`config.mk`:
```
export PLATFORM = sky130hd
export DESIGN_NAME = led_request_arbiter
export DESIGN_NICKNAME = d
export VERILOG_FILES = /design/src/rtl/led_request_arbiter.sv
export SDC_FILE = /design/constraint.sdc
export NUM_CORES = 1
export LEC_CHECK = 0
export ABC_AREA = 1
export CORE_ASPECT_RATIO = 1.1
export CORE_UTILIZATION = 45
export DETAILED_ROUTE_END_ITERATION = 6
export DONT_BUFFER_PORTS = 1
export GPL_TIMING_DRIVEN = 0
export SYNTH_ARGS = -nofsm -noshare
export SYNTH_HDL_FRONTEND = slang
export SYNTH_SLANG_ARGS = --single-unit
```
`constraint.sdc`:
```
create_clock -name CLK -period 1.9 [get_ports CLK]
set_clock_uncertainty 0.05 [all_clocks]
set_input_delay 0.57 -clock CLK [delete_from_list [all_inputs] [get_ports CLK]]
set_output_delay 0.57 -clock CLK [all_outputs]
set_load 0.02 [all_outputs]
```
`src/rtl/led_request_arbiter.sv`:
```
// Front-panel LED bank arbiter: grants one requester at a time a timed steady/blink
// pattern and runs a walking-zero scan when idle. Define LED_ARB_PRIORITY_EN for fixed priority with preemption.
module led_request_arbiter #(
  parameter int         NUM_REQ      = 4,
  parameter int         HOLD_TICKS   = 20,
  parameter logic [7:0] IDLE_PATTERN = 8'hFE
) (
  input  logic                   CLK,
  input  logic                   RST_N,
  input  logic                   TICK,
  input  logic [NUM_REQ-1:0]     REQ,
  input  logic [8*NUM_REQ-1:0]   REQ_PATTERN,
  input  logic [NUM_REQ-1:0]     REQ_BLINK,
  output logic [NUM_REQ-1:0]     GNT,
  output logic [NUM_REQ-1:0]     DONE,
  output logic                   BUSY,
  output logic [7:0]             LED_OUT
);

  localparam int CNT_W = $clog2(HOLD_TICKS + 1);
  localparam int IDX_W = $clog2(NUM_REQ);

  localparam logic [1:0] ST_IDLE    = 2'd0;
  localparam logic [1:0] ST_SHOW    = 2'd1;
  localparam logic [1:0] ST_RELEASE = 2'd2;

  localparam logic [CNT_W-1:0]   HOLD_LOAD = CNT_W'(HOLD_TICKS);
  localparam logic [CNT_W-1:0]   CNT_ONE   = CNT_W'(1'b1);
  localparam logic [NUM_REQ-1:0] REQ_ONE   = NUM_REQ'(1'b1);
  localparam logic [7:0]         LED_DARK  = 8'hFF;

  function automatic logic [NUM_REQ-1:0] onehot(input logic [IDX_W-1:0] idx);
    return REQ_ONE << idx;
  endfunction

  function automatic logic [7:0] rotl(input logic [7:0] v);
    return {v[6:0], v[7]};
  endfunction

  function automatic logic [7:0] show_led(input logic [7:0] pat, input logic blink, input logic phase);
    return (blink && phase) ? LED_DARK : pat;
  endfunction

  // Lowest asserted index.
  function automatic logic [IDX_W-1:0] prio_pick(input logic [NUM_REQ-1:0] req);
    logic [IDX_W-1:0] pick;
    logic             found;
    pick  = '0;
    found = 1'b0;
    for (int k = 0; k < NUM_REQ; k++) begin
      pick  = (!found && req[IDX_W'(k)]) ? IDX_W'(k) : pick;
      found = found | req[IDX_W'(k)];
    end
    return pick;
  endfunction

  // First asserted index searching upward from ptr+1 with wrap.
  function automatic logic [IDX_W-1:0] rr_pick(input logic [NUM_REQ-1:0] req, input logic [IDX_W-1:0] ptr);
    logic [IDX_W-1:0] pick;
    logic             found;
    int               idx;
    pick  = '0;
    found = 1'b0;
    for (int k = 1; k <= NUM_REQ; k++) begin
      idx   = (int'(ptr) + k) % NUM_REQ;
      pick  = (!found && req[IDX_W'(idx)]) ? IDX_W'(idx) : pick;
      found = found | req[IDX_W'(idx)];
    end
    return pick;
  endfunction

  logic [1:0]         state_r, state_s;
  logic [7:0]         led_out_r, led_s;
  logic [NUM_REQ-1:0] gnt_r, gnt_s;
  logic [NUM_REQ-1:0] done_r, done_s;
  logic               busy_r, busy_s;
  logic               phase_r, phase_s;
  logic [CNT_W-1:0]   cnt_r, cnt_s;
  logic [IDX_W-1:0]   owner_r, owner_s;
  logic [7:0]         pat_r, pat_s;
  logic               blink_r, blink_s;

  logic               grant_s;
  logic               release_s;
  logic               tick_show_s;
  logic               recover_s;
  logic [IDX_W-1:0]   winner_s;
  logic [7:0]         win_pat_s;

`ifdef LED_ARB_PRIORITY_EN
  logic               lower_req_s;

  // Fixed-priority winner and preemption detect against the current owner.
  always_comb begin
    winner_s    = prio_pick(REQ);
    lower_req_s = |(REQ & (onehot(owner_r) - REQ_ONE));
  end
`else
  logic [IDX_W-1:0]   ptr_r;

  // Round-robin winner relative to the last owner.
  always_comb begin
    winner_s = rr_pick(REQ, ptr_r);
  end
`endif

  // Pattern of the candidate winner, used only on the grant cycle.
  always_comb begin
    win_pat_s = REQ_PATTERN[{winner_s, 3'b000} +: 8];
  end

  // Per-state decision: grant, release, or hold-tick step.
  always_comb begin
    grant_s     = 1'b0;
    release_s   = 1'b0;
    tick_show_s = 1'b0;
    recover_s   = 1'b0;
    case (state_r)
      ST_IDLE: begin
        grant_s = |REQ;
      end
      ST_SHOW: begin
`ifdef LED_ARB_PRIORITY_EN
        if (lower_req_s) begin
          grant_s = 1'b1;
        end else if (!REQ[owner_r]) begin
          release_s = 1'b1;
        end else if (TICK) begin
          tick_show_s = 1'b1;
          release_s   = (cnt_r == CNT_ONE);
        end else begin
          tick_show_s = 1'b0;
        end
`else
        if (!REQ[owner_r]) begin
          release_s = 1'b1;
        end else if (TICK) begin
          tick_show_s = 1'b1;
          release_s   = (cnt_r == CNT_ONE);
        end else begin
          tick_show_s = 1'b0;
        end
`endif
      end
      ST_RELEASE: begin
        recover_s = 1'b0;
      end
      default: begin
        recover_s = 1'b1;
      end
    endcase
  end

  // Next-state values for every register.
  always_comb begin
    state_s = state_r;
    led_s   = led_out_r;
    gnt_s   = gnt_r;
    done_s  = '0;
    busy_s  = busy_r;
    phase_s = phase_r;
    cnt_s   = cnt_r;
    owner_s = owner_r;
    pat_s   = pat_r;
    blink_s = blink_r;
    if (grant_s) begin
      state_s = ST_SHOW;
      owner_s = winner_s;
      gnt_s   = onehot(winner_s);
      busy_s  = 1'b1;
      pat_s   = win_pat_s;
      blink_s = REQ_BLINK[winner_s];
      led_s   = win_pat_s;
      cnt_s   = HOLD_LOAD;
      phase_s = 1'b0;
    end else if (release_s) begin
      // Release takes precedence over the final tick step.
      state_s = ST_RELEASE;
      done_s  = gnt_r;
      gnt_s   = '0;
      busy_s  = 1'b0;
      led_s   = IDLE_PATTERN;
      cnt_s   = '0;
      phase_s = 1'b0;
    end else if (tick_show_s) begin
      cnt_s   = cnt_r - CNT_ONE;
      phase_s = ~phase_r;
      led_s   = show_led(pat_r, blink_r, ~phase_r);
    end else if (recover_s) begin
      state_s = ST_IDLE;
      gnt_s   = '0;
      busy_s  = 1'b0;
      led_s   = IDLE_PATTERN;
      cnt_s   = '0;
      phase_s = 1'b0;
    end else if (state_r == ST_RELEASE) begin
      state_s = ST_IDLE;
    end else if (state_r == ST_IDLE && TICK) begin
      led_s = rotl(led_out_r);
    end else begin
      led_s = led_out_r;
    end
  end

  // State and output registers with synchronous active-low reset.
  always_ff @(posedge CLK) begin
    if (!RST_N) begin
      state_r   <= ST_IDLE;
      led_out_r <= IDLE_PATTERN;
      gnt_r     <= '0;
      done_r    <= '0;
      busy_r    <= 1'b0;
      phase_r   <= 1'b0;
      cnt_r     <= '0;
      owner_r   <= '0;
      pat_r     <= IDLE_PATTERN;
      blink_r   <= 1'b0;
    end else begin
      state_r   <= state_s;
      led_out_r <= led_s;
      gnt_r     <= gnt_s;
      done_r    <= done_s;
      busy_r    <= busy_s;
      phase_r   <= phase_s;
      cnt_r     <= cnt_s;
      owner_r   <= owner_s;
      pat_r     <= pat_s;
      blink_r   <= blink_s;
    end
  end

`ifndef LED_ARB_PRIORITY_EN
  // Round-robin pointer: reset to the top index so requester 0 wins first.
  always_ff @(posedge CLK) begin
    if (!RST_N) begin
      ptr_r <= IDX_W'(NUM_REQ - 1);
    end else if (grant_s) begin
      ptr_r <= winner_s;
    end else begin
      ptr_r <= ptr_r;
    end
  end
`endif

  assign GNT     = gnt_r;
  assign DONE    = done_r;
  assign BUSY    = busy_r;
  assign LED_OUT = led_out_r;

endmodule
```
==> results of run 1 <==
## Yosys cell counts (2+ instances only)
library cell	number
nand2_1	107
a21oi_1	18
nand4_1	4
nor2_1	18
nand2_2	10
nand3_1	47
o32ai_1	2
dfxtp_1	38
buf_6	3
buf_2	4
o21ai_0	7
inv_2	6
nor2_2	2
ha_1	2
a21oi_2	2
nand3b_1	14
nor3_1	22
nand2_4	4
clkbuf_1	6
inv_1	47
xor2_1	3
## state kept, by name, summed over array words and instances (netlist names)
signal / cells
BUSY: 1
DONE: 4
GNT: 4
LED_OUT: 8
blink_r: 1
cnt_r: 5
owner_r: 2
pat_r: 8
phase_r: 1
ptr_r: 2
state_r: 2
## worst paths after layout
path	from	endpoint	depth (start not counted)
min reg2reg	cnt_r[4]	cnt_r[4]	2
max	ptr_r[0]	pat_r[1]	16
max reg2reg	ptr_r[0]	pat_r[1]	16
min	cnt_r[4]	cnt_r[4]	2
## worst max-delay path, cell delays in order (launching register included)
cell      delay (ns)
dfxtp_4         0.36
buf_8           0.14
nand2_2         0.07
nand2_2         0.07
nand2_4         0.09
nand2_4         0.08
o21bai_4        0.14
nand2_2         0.09
nand2_4         0.12
nand2_4         0.07
buf_8           0.13
buf_6           0.12
nand2_1         0.07
nand3_2         0.09
nand2_1         0.07
nand2_1         0.05
nand3_1         0.07
## per-layer routing
layer / vias up / GRT usage (%) / wire, um
li1: 1257 / - / -
met1: 1119 / 27.5 / 2710
met2: 54 / 37.8 / 2990
met3: 10 / 4.57 / 258
met4: 0 / 5.10 / 99
met5: - / 0 / 0
## area by class of cell
class,count,area [um^2],share of cell area [%]
flip-flops and latches,38,768,26.2
repair buffers,17,129,4.40
inverters,53,206,7.05
clock buffers,7,76.3,2.60
well taps,72,90.1,3.07
plain buffers,14,111,3.80
multi-input cells,271,1550,52.9
## power breakdown
part	internal (uW)	total, uW	switching, uW
Combinational	1660	4120	2470
Sequential	1060	1380	319
Clock	252	501	249
Total	2970	6000	3030
## per-stage QoR
step                hold WS, ns  utilization, %
floorplan                 0.389               -
global placement          0.401            49.2
detailed placement        0.411            49.2
CTS                       0.421            51.7
global route              0.450            57.4
finish                    0.416            57.4
## logic make-up (layout without fill, tap and decap cells)
family / Yosys count / count (layout) / synth area share [%]
xor+xnor: 3 / 3 / 1.09
simple gates: 230 / 230 / 45.8
compound gates: 36 / 36 / 8.91
flops: 38 / 38 / 31.5
fa+ha+maj: 2 / 2 / 1.04
buf+inv: 67 / 91 / 11.7
## what timing repair did
item                                    CTS  global route
endpoints found under the setup margin   21            24
gates resized for setup                  13            48
hold endpoints to repair                  0             0
buffers inserted                          1            15
gates cloned                              0             1
pin swaps                                 0            21
==> impl_metrics.toml, run 1 <==
[run_status]
status = "finished with violations"
violations = "negative setup slack"

[grt]
grt_overflow = 0
first_global_vias = 2264
grt.total_usage_pct = 21.8
grt_first_pass_wirelength_um = 9930
grt_max_degree = 11
antenna_found_initial = 0

[setup_path]
arrival_ns = 2.11
reg2reg_setup_slack_ns = -0.04
cp-start-kind = "flip-flop"
path_max_fanout = 8
end_kind = "flip-flop"
worstSetupPathType = "flip-flop to flip-flop"
cp.required_ns = 2.07

[min_path]
worst_hold_path_type = "flip-flop to flip-flop"

[clock_tree]
cts-htree-levels = 2
clk_latency_ns = 0.28
clk_pin_slew_ns = 0.07
cts_tree = "yes"
cts_buffer_depth = 2
cts_made_buffers = 5
root_buffer = "clkbuf_8"
clock-sinks = 38
hold_buffers = 0

[sta]
worst_slew_pin_slew_ns = 0.533
max_freq_ghz = 0.515
layout_setup_ws_ns = -0.0431
hold_violations = 0
rsz0062_at_grt = "yes"
setup_violations = 11
drv_slew = 0
tns_ns = -0.239
fin_crit_sh_pct = 102
fin_crit_ns = 1.94
max_slew_margin_pct = 64.4

[floorplanning]
die_area_um2 = 5670
die_x_um = 71.9
fp.dieH_um = 78.9
core_area_um2 = 5100
ios = 60
num_rows = 27
start_util_pct = 47.4

[detailed_routing]
drc_errors = 0
dr.pass1.iters = 4
via_count = 2440
wire_per_inst_um = 12.8
wirelength_um = 6060
drt_iter0_markers = 122
drtAntennaViolNets = 0
via_per_inst = 5.17

[synth]
syn_area_um2 = 2420
ys_async_sr_fraction_pct = 0
yosys_register_bits = 38
ys_warn_count = 0
seq_area_frac_synth_pct = 31.5
syn-num-nets = 421
synth_largest_area_cell = "dfxtp_1"
synth.top_cells.by_area = "dfxtp_1 31%, nand2_1 17%, nand3_1 9.7%, inv_1 7.3%, nor3_1 4.6%"
synthCells = 376
synth_edf_count = 0
ys.flop_type = "dfxtp_1"
yosys.area.top_type_share_pct = 31.5
avgSynthCellArea_um2 = 6.43
synth_cell_types = 31

[placement]
post-place-ws_ns = -0.335
hpwlAfterDp_um = 4460
io_buffer_count = 0
dp.cells = 448
placed_cell_area_um2 = 2510
place.gp.congestion = 0.812

[final_layout]
nNetsFinal = 445
num-fill-cells = 502
synthToLayoutAreaGrowth_pct = 21.3
fin_area_um2 = 2930
final_cell_mix = "95 x nand2_1, 47 x inv_1, 36 x dfxtp_1"
fin_cells = 472
n_antenna_cell = 0
final_common_cell = "nand2_1"
drive_gt1_share_pct = 23.0

[flow_run]
cap_violations = 0

[pwr]
power.density_nw_per_um2 = 2050
peakVddDrop_mv = 1.07
p_leak_uw = 0.00139
power_uw = 6000
Note: power is estimated with default switching activity, not from simulation.
==> run 2, diff against run 1 <==
CELL_PAD_IN_SITES_DETAIL_PLACEMENT = 1   (was not set)
CELL_PAD_IN_SITES_GLOBAL_PLACEMENT = 1   (was not set)
CORE_UTILIZATION = 39   (was 45)
PLACE_DENSITY_LB_ADDON = 0.1   (was not set)
==> run 2 against run 1 <==
Die area increased by 15%. Sequential share of layout area fell by 0.23 points. The flow now finishes without violations. Cell count rose by 0.21%. Fmax grew 2.4%. Sequential power is essentially flat. Combinational power up 5.6%. Sequential cell count is the same. Global-route usage grew 0.87 points. Register-to-register slack better by 0.05 ns. First-iteration DRC count down 48%. Critical path depth stayed put.
==> impl_metrics.toml, run 2 (synthesized netlist as in run 1, its figures left out) <==
[final_layout]
multi_input_area_um2 = 1560
seqCellArea_um2 = 768
drive_gt1_share_pct = 23.0
fin_area_um2 = 2960
num-fill-cells = 799
n_antenna_cell = 0
final_cell_mix = "97 x nand2_1, 47 x inv_1, 36 x dfxtp_1"
nNetsFinal = 440
utilization_pct = 50.3
synthToLayoutAreaGrowth_pct = 22.4
final_common_cell = "nand2_1"

[pwr]
p_int_uw = 3090
power.density_nw_per_um2 = 2140
power.switching_uw = 3220
power_uw = 6310
p_clk_share_pct = 9.0
p_leak_uw = 0.00140
peakVddDrop_mv = 1.12
netSwitchingFraction_pct = 51.1
seqPwrFrac_pct = 22.1
p_comb_share_pct = 68.9

[clock_tree]
cts-htree-levels = 2
clk_pin_slew_ns = 0.08
clk_latency_ns = 0.29
cts_buffer_depth = 2
hold_buffers = 0
cts_tree = "yes"
clock-sinks = 38
root_buffer = "clkbuf_8"
cts_made_buffers = 5

[placement]
hpwlAfterDp_um = 5380
io_buffer_count = 0
place.gp.congestion = 0.744
post-place-ws_ns = -0.348
placed_cell_area_um2 = 2520

[grt]
antenna_found_initial = 0
grt_overflow = 0
grt_first_pass_wirelength_um = 11700
grt.total_usage_pct = 22.7
grt_max_degree = 12
first_global_vias = 2522

[setup_path]
r2r_start = "ptr_r[0]"
worstSetupPathType = "flip-flop to flip-flop"
cp.required_ns = 2.08
path_max_fanout = 8
cp-start-kind = "flip-flop"
arrival_ns = 2.08
crit_start = "ptr_r[0]"
end_kind = "flip-flop"

[detailed_routing]
dr.pass1.iters = 4
wirelength_um = 7310
via_count = 2486
via_per_inst = 5.26
drc_errors = 0
drtAntennaViolNets = 0
wire_per_inst_um = 15.4
drt_iter0_markers = 64

[sta]
fin_crit_ns = 1.90
drv_slew = 0
max_slew_margin_pct = 57.8
rsz0062_at_grt = "yes"
worst_slew_pin_slew_ns = 0.634
holdWs_ns = 0.434
max_freq_ghz = 0.527
fin_crit_sh_pct = 99.8
layout_setup_ws_ns = 0.00312
hold_violations = 0
setup_violations = 0

[flow_run]
cap_violations = 0

[floorplanning]
die_area_um2 = 6510
ios = 60
die_x_um = 77.0
fp.dieH_um = 84.6
num_rows = 29
start_util_pct = 41.1
core_area_um2 = 5880

[min_path]
hp-start = "pat_r[0]"
worst_hold_path_type = "flip-flop to flip-flop"

[run_status]
status = "finished, final reports clean"
==> run 2: cell count changes in the layout (fill, tap and decap cells not counted), moves of 2 or more <==
cell,change
buf_4,-6
buf_8,+2
nand2_1,+2
nand2_2,-4
nand2_4,+2
nand3_1,-4
nand3_2,+5
==> run 2: what timing repair did <==
| item | 4_1_cts | 5_1_grt |
|---|---|---|
| cloned | 0 | 1 |
| pin swaps | 3 | 17 |
| setup buffers | 5 | 6 |
| resized for setup | 23 | 41 |
| setup endpoints to repair | 24 | 23 |
==> run 2: critical path, cell delays in order (launching register included) <==
cell     delay, ns
dfxtp_4       0.37
buf_8         0.14
nand2_2       0.08
nand2_4       0.06
nand2_4       0.09
nand2_4       0.07
nor2_8        0.15
nand2_4       0.06
nand2_4       0.11
nand2_4       0.08
inv_1         0.19
nand2_1       0.07
nand2_1       0.09
nand2_1       0.06
nand3_1       0.06
nand2_1       0.06
inv_1         0.04
==> run 2: stage by stage <==
stage	setup TNS, ns	instances
CTS	0	466
global route	-1.88	473
floorplan	0	376
global placement	-4.46	453
detailed placement	-5.05	453
finish	0	473
==> run 2: final cells by class <==
cell class	count	share of cell area, %
buffer	14	3.94
clock buffer	7	2.92
clock inverter	1	0.169
inverter	53	7.07
multi-input combinational	271	52.8
sequential	38	26.0
tap	77	3.26
timing repair buffer	12	3.89
==> run 2: worst paths after layout <==
path	endpoint	depth (start not counted)	slack [ns]
hold reg to reg	pat_r[0]	2	0.43
hold / removal	pat_r[0]	2	0.43
setup reg to reg	blink_r	16	0.003
setup / recovery	blink_r	16	0.003
==> run 2: power groups by stage <==
stage / registers [uW] / logic [uW] / clock network (uW)
global route: 1420 / 4780 / 626
detailed placement: 1390 / 3290 / 0
CTS: 1380 / 3680 / 583
floorplan: 1330 / 2570 / 0
finish: 1390 / 4350 / 570
global placement: 1380 / 3220 / 0
==> run 2: routing by layer <==
metal,routed length [um],track usage (%),part of all wire (%),vias to the layer above
met5,0,0,0,-
met3,274,4.35,3.8,13
met1,3110,27.0,43,1176
met4,112,5.66,1.5,0
met2,3800,41.6,52,50
li1,-,-,-,1247
==> run 3, diff against run 2 <==
CORE_ASPECT_RATIO = 1.5   (was 1.1)
PLACE_DENSITY = 0.78   (was not set)
PLACE_DENSITY_LB_ADDON = not set   (was 0.1)
==> run 3 against run 2 <==
The run now ends with negative setup slack left. Global-route usage rose by 2.0 points. Fmax down 0.42%. Worst setup slack lost 0.0080 ns. Total power is 5.6% higher. Critical endpoint is now LED_OUT[5]. Largest cell class unchanged. Via count is 4.5% higher. Critical path type unchanged. Clock power shrank 3%. Critical path depth decreased by 2. Count of clock-buffer cells in the layout shrank 1. Combinational power is 8.3% higher.
==> impl_metrics.toml, run 3 (synthesized netlist as in run 1, its figures left out) <==
[floorplanning]
fp.dieH_um = 98.4
num_rows = 34
die_x_um = 66.3
ios = 60
core_area_um2 = 5870
die_area_um2 = 6520
start_util_pct = 41.2

[grt]
grt.total_usage_pct = 24.7
first_global_vias = 2706
grt_max_degree = 11
grt_util_met3_pct = 3.15
antenna_found_initial = 0
use_met1_pct = 25.9
met2_usage_pct = 46.7
grt_first_pass_wirelength_um = 12300
grt_overflow = 0
busiest_layer = "met2"

[sta]
rsz0062_at_grt = "yes"
layout_setup_ws_ns = -0.00484
fin_crit_sh_pct = 100
max_slew_margin_pct = 59.8
hold_violations = 0
fin_crit_ns = 1.90
drv_slew = 0
max_freq_ghz = 0.525
tns_ns = -0.00907
setup_violations = 3
worst_slew_pin_slew_ns = 0.603

[detailed_routing]
via_count = 2598
drt_iter0_markers = 106
dr.pass1.iters = 4
via_per_inst = 5.53
wirelength_um = 7930
wire_per_inst_um = 16.9
drc_errors = 0
drtAntennaViolNets = 0

[final_layout]
drive_gt1_share_pct = 27.1
final_common_cell = "nand2_1"
fin_area_um2 = 3030
fin_cells = 470
final_cell_mix = "88 x nand2_1, 47 x inv_1, 35 x dfxtp_1"
synthToLayoutAreaGrowth_pct = 25.5
utilization_pct = 51.6
n_antenna_cell = 0
nNetsFinal = 444
num-fill-cells = 773

[setup_path]
cp_cell_sequence = "inv_4 -> nand2_2 -> nand2_4 -> nand2_4 -> nand2_4 -> nor2_8 -> nand4_4 -> nand2_8 -> clkbuf_16 -> nand2_1 -> nand3_2 -> nand3_2 -> nand2_1 -> nand2_1"
worst_path_max_delay_cell = "dfxtp_4"
cp-start-kind = "flip-flop"
max_stage_delay_ns = 0.41
end_kind = "flip-flop"
arrival_ns = 2.03
path_max_fanout = 7
worstSetupPathType = "flip-flop to flip-flop"
cp.required_ns = 2.03

[placement]
hpwlAfterDp_um = 5540
placed_cell_area_um2 = 2510
dp.cells = 448
io_buffer_count = 0
place.gp.congestion = 0.817

[clock_tree]
clk_latency_ns = 0.29
cts_buffer_depth = 2
root_buffer = "clkbuf_8"
clk_pin_slew_ns = 0.07
cts_tree = "yes"
cts_made_buffers = 5
clock-sinks = 38
hold_buffers = 0
cts-htree-levels = 2

[pwr]
power_uw = 6670
p_leak_uw = 0.00143
peakVddDrop_mv = 1.26
power.density_nw_per_um2 = 2200

[min_path]
worst_hold_path_type = "flip-flop to flip-flop"

[run_status]
status = "finished with violations"
violations = "negative setup slack"

[flow_run]
cap_violations = 0
==> run 3: layout make-up <==
class                      instances  area [um^2]  share of cell area (%)
sequential                        38          769                    25.4
tap                               72         90.1                    2.97
clock buffer                       6         82.6                    2.72
multi-input combinational        271         1630                    53.9
timing repair buffer              16          141                    4.66
inverter                          53          209                    6.89
buffer                            14          105                    3.47
==> run 3: repair_timing <==
item | 4_1_cts | 5_1_grt
pin swaps | 15 | 18
resized for setup | 49 | 32
buffers inserted | 7 | 5
hold endpoints to repair | 0 | 0
cloned | 3 | 1
setup endpoints to repair | 28 | 25
==> run 3: path summary, 6_finish.rpt <==
check / slack (ns) / startpoint / endpoint / cells past startpoint
worst min register to register: 0.42 / pat_r[3] / pat_r[3] / 2
worst min-delay path: 0.42 / pat_r[3] / pat_r[3] / 2
worst max-delay path: -0.005 / ptr_r[1] / LED_OUT[5] / 14
worst max register to register: -0.005 / ptr_r[1] / LED_OUT[5] / 14
==> run 3: power breakdown <==
group          internal (uW)  switching (uW)  total (uW)  leakage (uW)
Sequential              1060             338        1400      0.000314
Combinational           1860            2850        4710       0.00107
Clock                    280             272         552     0.0000431
==> run 3: critical path, delay by kind of cell, from the launching register on <==
kind | cells | cell delay (ns)
and+or+nand+nor | 12 | 1.11
buffers and inverters | 2 | 0.22
DFF | 1 | 0.41
==> run 3: layer usage <==
metal | vias up | part of all wire (%)
met4 | 0 | 3.5
met1 | 1249 | 36
li1 | 1254 | -
met3 | 21 | 4.0
met5 | - | 0
met2 | 74 | 57
==> run 3: per-stage QoR <==
stage | hold WS [ns] | setup slack [ns]
2_1_floorplan | 0.389 | 0.0216
3_3_place_gp | 0.399 | -0.390
3_5_place_dp | 0.415 | -0.367
4_1_cts | 0.426 | -0.000922
5_1_grt | 0.438 | -0.127
6_report | 0.423 | -0.00484
